File: config.mk
export PLATFORM = sky130hd
export DESIGN_NAME = mem_port_arbiter
export DESIGN_NICKNAME = d
export VERILOG_FILES = /design/src/rtl/mem_arb_pkg.sv /design/src/rtl/mem_port_arbiter.sv
export SDC_FILE = /design/constraint.sdc
export NUM_CORES = 1
export LEC_CHECK = 0
export CORE_AREA = 2 2 105 107
export CTS_CLUSTER_SIZE = 16
export DETAILED_ROUTE_END_ITERATION = 6
export DIE_AREA = 0 0 107 109
export HOLD_SLACK_MARGIN = 0.12
export PLACE_DENSITY = 0.81
export SYNTH_ARGS = -nofsm -noshare
export SYNTH_HDL_FRONTEND = slang
export SYNTH_SLANG_ARGS = --single-unit
export TNS_END_PERCENT = 100
File: constraint.sdc
create_clock -name clk -period 1.9 [get_ports clk]
set_input_delay 0.285 -clock clk [delete_from_list [all_inputs] [get_ports clk]]
set_output_delay 0.285 -clock clk [all_outputs]
set_load 0.02 [all_outputs]
File: src/rtl/mem_arb_pkg.sv
// Shared types and store-size encoding for the unified memory port arbiter.
// The size codes match the memory_access stage's store encoding.
package mem_arb_pkg;

  typedef enum logic [1:0] {
    IDLE = 2'd0,
    REQ  = 2'd1,
    RESP = 2'd2
  } state_t;

  typedef enum logic {
    OWN_IF = 1'b0,
    OWN_D  = 1'b1
  } owner_t;

  localparam logic [1:0] MEM_NONE = 2'h0;
  localparam logic [1:0] MEM_B    = 2'h1;
  localparam logic [1:0] MEM_H    = 2'h2;
  localparam logic [1:0] MEM_W    = 2'h3;

  function automatic logic is_store(input logic [1:0] wr);
    return wr != MEM_NONE;
  endfunction

endpackage

File: src/rtl/mem_port_arbiter.sv
// Shares one single-ported memory between instruction fetch and load/store.
// One transaction in flight; data wins unless fetch has been starved MAX_DATA_STREAK times.
module mem_port_arbiter
  import mem_arb_pkg::*;
#(
  parameter int ADDR_W          = 32,
  parameter int DATA_W          = 32,
  parameter int MAX_DATA_STREAK = 4
) (
  input  logic              clk,
  input  logic              rst,
  input  logic              if_req,
  input  logic [ADDR_W-1:0] if_addr,
  output logic              if_gnt,
  output logic              if_rvalid,
  output logic [DATA_W-1:0] if_rdata,
  input  logic              d_req,
  input  logic [1:0]        d_wr,
  input  logic [ADDR_W-1:0] d_addr,
  input  logic [DATA_W-1:0] d_wdata,
  output logic              d_gnt,
  output logic              d_rvalid,
  output logic [DATA_W-1:0] d_rdata,
  output logic              mem_req,
  output logic [1:0]        mem_wr,
  output logic [ADDR_W-1:0] mem_addr,
  output logic [DATA_W-1:0] mem_wdata,
  input  logic              mem_gnt,
  input  logic              mem_rvalid,
  input  logic [DATA_W-1:0] mem_rdata
);

  localparam int STREAK_W = $clog2(MAX_DATA_STREAK + 1);
  localparam logic [STREAK_W-1:0] STREAK_MAX = STREAK_W'(MAX_DATA_STREAK);

  state_t              r_state;
  owner_t              r_owner;
  logic [STREAK_W-1:0] r_streak;
  logic                r_mem_req;
  logic [1:0]          r_mem_wr;
  logic [ADDR_W-1:0]   r_mem_addr;
  logic [DATA_W-1:0]   r_mem_wdata;

  logic w_any_req;
  logic w_pick_d;
  logic w_resp;

  assign w_any_req = if_req | d_req;
  // Data is the older instruction, so it wins unless fetch has waited out a full streak.
  assign w_pick_d  = d_req & ~(if_req & (r_streak == STREAK_MAX));
  assign w_resp    = (r_state == RESP) & mem_rvalid;

  always_ff @(posedge clk) begin
    if (rst) begin
      r_state     <= IDLE;
      r_owner     <= OWN_IF;
      r_streak    <= '0;
      r_mem_req   <= 1'b0;
      r_mem_wr    <= MEM_NONE;
      r_mem_addr  <= '0;
      r_mem_wdata <= '0;
    end else begin
      case (r_state)
        IDLE: begin
          if (w_any_req) begin
            r_state   <= REQ;
            r_mem_req <= 1'b1;
            if (w_pick_d) begin
              r_owner     <= OWN_D;
              r_mem_addr  <= d_addr;
              r_mem_wr    <= d_wr;
              r_mem_wdata <= d_wdata;
            end else begin
              r_owner     <= OWN_IF;
              r_mem_addr  <= if_addr;
              r_mem_wr    <= MEM_NONE;
              r_mem_wdata <= '0;
            end
          end
        end
        REQ: begin
          if (mem_gnt) begin
            r_mem_req <= 1'b0;
            r_state   <= is_store(r_mem_wr) ? IDLE : RESP;
          end
        end
        RESP: begin
          if (mem_rvalid) r_state <= IDLE;
        end
        default: r_state <= IDLE;
      endcase

      // Streak only counts data wins that actually delayed a waiting fetch.
      if (!if_req) begin
        r_streak <= '0;
      end else if (r_state == IDLE && w_any_req) begin
        if (!w_pick_d)
          r_streak <= '0;
        else if (r_streak != STREAK_MAX)
          r_streak <= r_streak + STREAK_W'(1);
      end
    end
  end

  assign mem_req   = r_mem_req;
  assign mem_wr    = r_mem_wr;
  assign mem_addr  = r_mem_addr;
  assign mem_wdata = r_mem_wdata;

  assign if_gnt    = r_mem_req & mem_gnt & (r_owner == OWN_IF);
  assign d_gnt     = r_mem_req & mem_gnt & (r_owner == OWN_D);
  assign if_rvalid = w_resp & (r_owner == OWN_IF);
  assign d_rvalid  = w_resp & (r_owner == OWN_D);
  assign if_rdata  = mem_rdata;
  assign d_rdata   = mem_rdata;

endmodule

==> summary.txt, run 1 <==
Total leakage power = 1.942 nW
DRC viols = 0
Height of the die = 109 µm
Final cycle utilization of the critical path = 91.86%
Effective utilization at floorplan = 33.17%
Number of rows created at floorplan = 38
Gpl congestion = 0.8337
Total detailed-routing wirelength = 10,230 µm
Routed via count = 3,376
Leading cell types in the layout, fill and taps excluded = clkdlybuf4s50_1, dfxtp_1, nand2_1, a21oi_1, nor2_1
Average via count per standard cell = 4.872
Antenna-violating nets left = 0
Status = complete, no violations
CTS HTree Levels = 3
Area of the die = 11,660 µm²
Cells along the critical path = inv_1 > ha_1 > nand3_1 > and2_2 > buf_4 > a21oi_1 > a211oi_1
Number of hold violations in the final report = 0
Place WS = -0.01340 ns
Arrival @ worst endpoint = 1.99 ns
Comb pwr share = 28.5%
Clock root buffer = clkbuf_8
Family of cells with the greatest summed delay on the critical path = buffers and inverters
IR Drop Worst-Case VDD = 425.4 µV
Psw = 1.267 mW
Number of distinct standard cells referenced by the synthesized netlist = 27
Cells after synthesis = 448
Ratio of cells with drive above 1 in the final layout = 6.148%
Final-layout worst hold slack = 0.4548 ns
Final worst setup slack = 0.1546 ns
Routed WL per cell = 14.76 µm
Worst-path cell with the longest stage delay = dfxtp_1
Port bufs = 174
Syn_nets = 586
Aggregate global-route resource usage = 17.19%
Layout Cells excl Fill = 693
PnR Total Power = 4.329 mW
Fmax = 572.9 MHz
Area growth from synthesis to layout = 46.82%
Longest Clk Path Bufs = 2
CTS tree = built
Clock network fraction of total power = 31.1%
Via count of the first global-routing pass = 3,322
Seq/Total Area, Yosys = 41.55%
Max Slew Vio Count = 0
X dimension of the die = 107 µm
Measured slew at the worst slew-check pin = 0.5991 ns
Class of the tightest hold or removal check = reg2reg
Layout filler cell count = 989
Total clock sinks = 73
Critical Path Fanout Max = 32
Overall overflow remaining after global route = 0
Core Region = 10,600 µm²
Yosys warning total = 0
Clock insertion delay at the later pin of the skew report = 0.34 ns
Min cycle time layout = 1.745 ns
Largest incremental delay on the critical path = 0.35 ns
Clock-pin slew on the worst setup and hold paths = 0.08 ns
Sequential power share = 40.4%
Number of buffers created by CTS = 9
Most common cell after layout, fill and taps aside = clkdlybuf4s50_1
Initial antenna violation count = 0
Wire length of the first global-routing pass = 15,920 µm
Finished Core Util = 48.70%
DP Wirelength = 7431 µm
Worst setup path category = reg2reg
Largest net degree at the start of global routing = 36
Fraction of power spent switching nets = 29.27%
N_diodes = 0
Number of flip-flops and latches in the synthesized netlist = 73
WP buf/inv = 2
Router iterations before antenna repair = 4
Required time reported for the critical path endpoint = 2.15 ns
Post-synthesis instance area = 3517 µm²
Hold bufs inserted after CTS = 0
Internal power component = 3.062 mW
Max Clock Skew = 0.007884 ns
Number of nets in the final layout = 686
Post-synthesis average cell area = 7.851 µm²
RSZ-0062 raised after global routing = no
I/O pin count = 271
Endpoint kind of the worst setup timing path = flip-flop
Relative slew slack = 59.03%
Max-cap viol count = 0
Initial DRC count = 177
Setup-failing EPs final = 0
Kind of launch point of the worst setup path = flip-flop
PD cells = 838.3 nW/µm²
Number of placed instances, taps included = 677
==> power by group through the flow <==
stage	logic [mW]	clock network, mW	registers, mW
final	1.23	1.35	1.75
after global routing	1.33	1.48	1.77
after CTS	1.24	1.40	1.75
after detailed placement	1.23	0	1.78
after global placement	1.21	0	1.77
after floorplan	0.645	0	1.94
==> worst min-delay path, stage by stage (launching register included) <==
cell,delay (ns)
dfxtp_1,0.31
nand2_1,0.05
a21oi_1,0.05
==> Yosys cell counts <==
cell / count / area [µm²]
and3_1: 2 / 12.51
clkbuf_1: 11 / 41.29
a21oi_1: 71 / 355.3
nand2b_1: 1 / 6.260
nor3_1: 2 / 10.01
nand2_1: 71 / 266.5
clkbuf_2: 2 / 10.01
o21ai_2: 1 / 8.760
nand4b_1: 1 / 8.760
nor3_2: 1 / 10.01
buf_4: 65 / 488.0
a2111oi_0: 2 / 17.52
nand3_1: 35 / 175.2
mux2i_1: 1 / 10.01
o21ai_0: 2 / 10.01
ha_1: 2 / 25.02
and2_1: 1 / 6.260
inv_1: 5 / 18.77
a22oi_1: 1 / 7.510
nor2b_1: 1 / 6.260
a211oi_1: 33 / 247.7
buf_2: 16 / 80.08
buf_6: 6 / 67.56
nor2_1: 40 / 150.1
dfxtp_1: 73 / 1461
nor4b_1: 1 / 8.760
o21bai_1: 1 / 7.510
==> cell type report <==
type,instances,area (µm²),area share (%)
Clock buffer,11,141.4,2.738
Clock inverter,5,78.83,1.527
Tap cell,140,175.2,3.392
Sequential cell,73,1461,28.30
Multi-Input combinational cell,270,1365,26.44
Timing Repair Buffer,189,1923,37.24
Inverter,5,18.77,0.3635
==> per-layer routing <==
metal  GRT usage (%)  share of wire (%)
met4           6.865                1.6
met5               0                  0
met1           19.54                 40
met2           30.21                 50
met3           5.200                7.5
==> registers in the layout, indices dropped and copies added, names as in the netlist <==
signal	cells
mem_req	1
r_streak	3
r_state	2
mem_wr	2
mem_addr	32
r_owner	1
mem_wdata	32
==> what timing repair did <==
item / 4_1_cts / 5_1_grt
endpoints found under the setup margin: 3 / 1
endpoints found under the hold margin: 0 / 0
setup buffers: 0 / 0
gates resized for setup: 3 / 1
pin swaps: 0 / 0
==> logic make-up (layout without fill, tap and decap cells) <==
kind of cell | count (synthesis) | in the layout | share of synthesized area [%]
compound gates | 111 | 111 | 18.61
fa+ha+maj | 2 | 2 | 0.7114
buf+inv | 105 | 210 | 20.06
flops | 73 | 73 | 41.55
mux | 1 | 1 | 0.2846
simple gates | 156 | 156 | 18.78
==> stage by stage <==
| stage | cell area, µm² | TNS (ns) |
|---|---|---|
| after floorplan | 3517 | 0 |
| after global placement | 4945 | -0.01152 |
| after detailed placement | 4945 | -0.01696 |
| after CTS | 5161 | 0 |
| after global routing | 5164 | 0 |
| final | 5164 | 0 |
==> path summary, 6_finish.rpt <==
path / slack, ns / endpoint / depth (start not counted) / from
max reg2reg: 0.15 / mem_addr[6] / 7 / r_streak[0]
max: 0.15 / mem_addr[6] / 7 / r_streak[0]
min reg2reg: 0.45 / mem_wdata[7] / 2 / mem_wdata[7]
min: 0.45 / mem_wdata[7] / 2 / mem_wdata[7]
(Power assumes the default switching activity.)
==> inputs of run 2 (changes only) <==
--- a/config.mk
+++ b/config.mk
@@ -9,6 +9,7 @@
 export CTS_CLUSTER_SIZE = 16
 export DETAILED_ROUTE_END_ITERATION = 6
 export DIE_AREA = 0 0 107 109
+export GPL_TIMING_DRIVEN = 0
 export HOLD_SLACK_MARGIN = 0.12
 export PLACE_DENSITY = 0.81
 export SYNTH_ARGS = -nofsm -noshare
==> summary.txt, run 2 (synthesis results as in run 1) <==
Height of the die = 109 µm (unchanged)
RSZ-0062 raised after global routing = no
Most common cell after layout, fill and taps aside = clkdlybuf4s50_1
Ratio of cells with drive above 1 in the final layout = 15.45% (+9.3 points)
Arrival @ worst endpoint = 1.50 ns (-0.49 ns)
Critical Path Fanout Max = 9 (-72%)
Final cycle utilization of the critical path = 94.00% (+2.1 points)
Area of the die = 11,660 µm² (unchanged)
Overall overflow remaining after global route = 0 (unchanged)
Required time reported for the critical path endpoint = 1.62 ns (-0.53 ns)
Post-CTS setup buffer count = 0 (unchanged)
Endpoint of the worst hold-timing path = r_streak[2]
Worst setup path category = reg2out
PnR Total Power = 4.521 mW (+4.5%)
Total clock sinks = 73 (unchanged)
Core Region = 10,600 µm² (unchanged)
CTS HTree Levels = 3 (unchanged)
N_diodes = 0 (unchanged)
Cell depth of the worst min-delay path = 3 (+1)
Place WS = -0.1149 ns (-0.1015 ns)
Setup-failing EPs final = 0 (unchanged)
PD cells = 723.0 nW/µm² (-14%)
Max-cap viol count = 0 (unchanged)
Number of buffers created by CTS = 9 (unchanged)
DRC viols = 0 (unchanged)
Class of the tightest hold or removal check = in2reg
Total detailed-routing wirelength = 12,190 µm (+19%)
DP Wirelength = 9638 µm (+30%)
Longest Clk Path Bufs = 2 (unchanged)
Beginning of the worst hold path = d_req
Max Slew Vio Count = 0 (unchanged)
Layout filler cell count = 944 (-4.6%)
Number of hold violations in the final report = 0 (unchanged)
Fmax = 559.9 MHz (-2.3%)
Number of nets in the final layout = 833 (+21%)
Measured slew at the worst slew-check pin = 0.5905 ns (-0.008651 ns)
Routed WL per cell = 14.53 µm (-1.6%)
Endpoint kind of the worst setup timing path = primary output
R2r endpoint = mem_wdata[21]
Routed via count = 3,922 (+16%)
I/O pin count = 271 (unchanged)
Port bufs = 236 (+36%)
Largest net degree at the start of global routing = 13 (-64%)
Antenna-violating nets left = 0 (unchanged)
Total leakage power = 2.506 nW (+29%)
Area taken by flip-flops and latches = 1461 µm² (unchanged)
Initial antenna violation count = 0 (unchanged)
Startpoint of the lowest-slack register-to-register path = r_streak[0]
Number of rows created at floorplan = 38 (unchanged)
Aggregate global-route resource usage = 20.62% (+3.4 points)
IR Drop Worst-Case VDD = 367.4 µV (-14%)
CTS tree = built
Layout Cells excl Fill = 839 (+21%)
Reg2Reg Depth = 9 (+2)
Wire length of the first global-routing pass = 19,060 µm (+20%)
Kind of launch point of the worst setup path = flip-flop
Final worst setup slack = 0.1141 ns (-0.04057 ns)
Status = complete, no violations
Clock-pin slew on the worst setup and hold paths = 0.08 ns (about the same)
Average via count per standard cell = 4.675 (-4.0%)
Via count of the first global-routing pass = 3,993 (+20%)
Area growth from synthesis to layout = 77.80%
Initial DRC count = 195 (+10%)
Clock insertion delay at the later pin of the skew report = 0.34 ns (about the same)
Gpl congestion = 0.8078 (-3.1%)
Internal reg-to-reg setup slack = 0.20 ns (+0.05 ns)
Clock root buffer = clkbuf_8
Leading cell types in the layout, fill and taps excluded = clkdlybuf4s50_1, dfxtp_1, nand2_1, a21oi_1, buf_4
Multi-input gate area in the final layout = 1353 µm² (-0.92%)
Relative slew slack = 59.62% (+0.59 points)
X dimension of the die = 107 µm (unchanged)
Number of placed instances, taps included = 824 (+22%)
Max Clock Skew = 0.009170 ns (+0.001286 ns)
Effective utilization at floorplan = 33.17% (unchanged)
Min cycle time layout = 1.786 ns (+0.04057 ns)
Final sum of negative setup slack = 0 ns (unchanged)
Router iterations before antenna repair = 4 (unchanged)
run 2: cell types whose count changed in the layout (fill, tap and decap cells not counted), moves of 6 or more:
cell,delta
clkbuf_1,+10
buf_6,+6
buf_12,-6
buf_2,+14
clkdlybuf4s50_1,+63
buf_4,+57
run 2: worst max path at each step:
stage	start	endpoint	depth (start not counted)
4_1_cts	r_state[1]	if_rvalid	5
3_3_place_gp	if_req	mem_wdata[19]	8
6_report	r_state[1]	d_rvalid	4
3_5_place_dp	if_req	mem_wdata[21]	8
2_1_floorplan	r_streak[0]	mem_wdata[28]	9
5_1_grt	r_state[1]	d_rvalid	4
run 2: critical path: stages (launching register included):
cell and delay [ns]:
dfxtp_1 0.31, buf_2 0.18, nor2b_2 0.19, and3_1 0.17, clkdlybuf4s15_1 0.32
run 2: final cells by class:
class | instances | area share, %
clock inverters | 5 | 0.9004
flip-flops and latches | 73 | 23.37
plain buffers | 100 | 11.02
well taps | 140 | 2.801
clock buffers | 10 | 2.201
multi-input cells | 270 | 21.63
repair buffers | 236 | 37.78
inverters | 5 | 0.3001
run 2: stage by stage:
stage	instance area, µm²	utilization [%]	hold slack, ns
after detailed placement	6055	57.10	0.4469
after global routing	6254	58.98	0.3150
after floorplan	3517	-	0.4050
after global placement	6055	57.10	0.4418
final	6254	58.98	0.3067
after CTS	6246	58.91	0.2915
run 2: per-layer routing:
metal / track usage [%] / vias up / share of wire, %
li1: - / 1943 / -
met5: 0 / - / 0
met3: 5.021 / 24 / 7.0
met1: 23.50 / 1785 / 40
met2: 36.90 / 170 / 51
met4: 8.627 / 0 / 2.1
run 2: power by group:
group	internal, mW	leakage, nW	switching (mW)	total [mW]
sequential	1.67	0.601	0.0737	1.74
clock	0.633	0.0981	0.586	1.22
combinational	0.797	1.81	0.760	1.56
total	3.10	2.51	1.42	4.52
run 2: what timing repair did:
item | CTS | global route
pin swaps | 0 | 0
endpoints found under the hold margin | 0 | 0
hold buffers | 0 | 0
gates cloned | 0 | 0
resized for setup | 2 | 8
setup endpoints to repair | 2 | 23
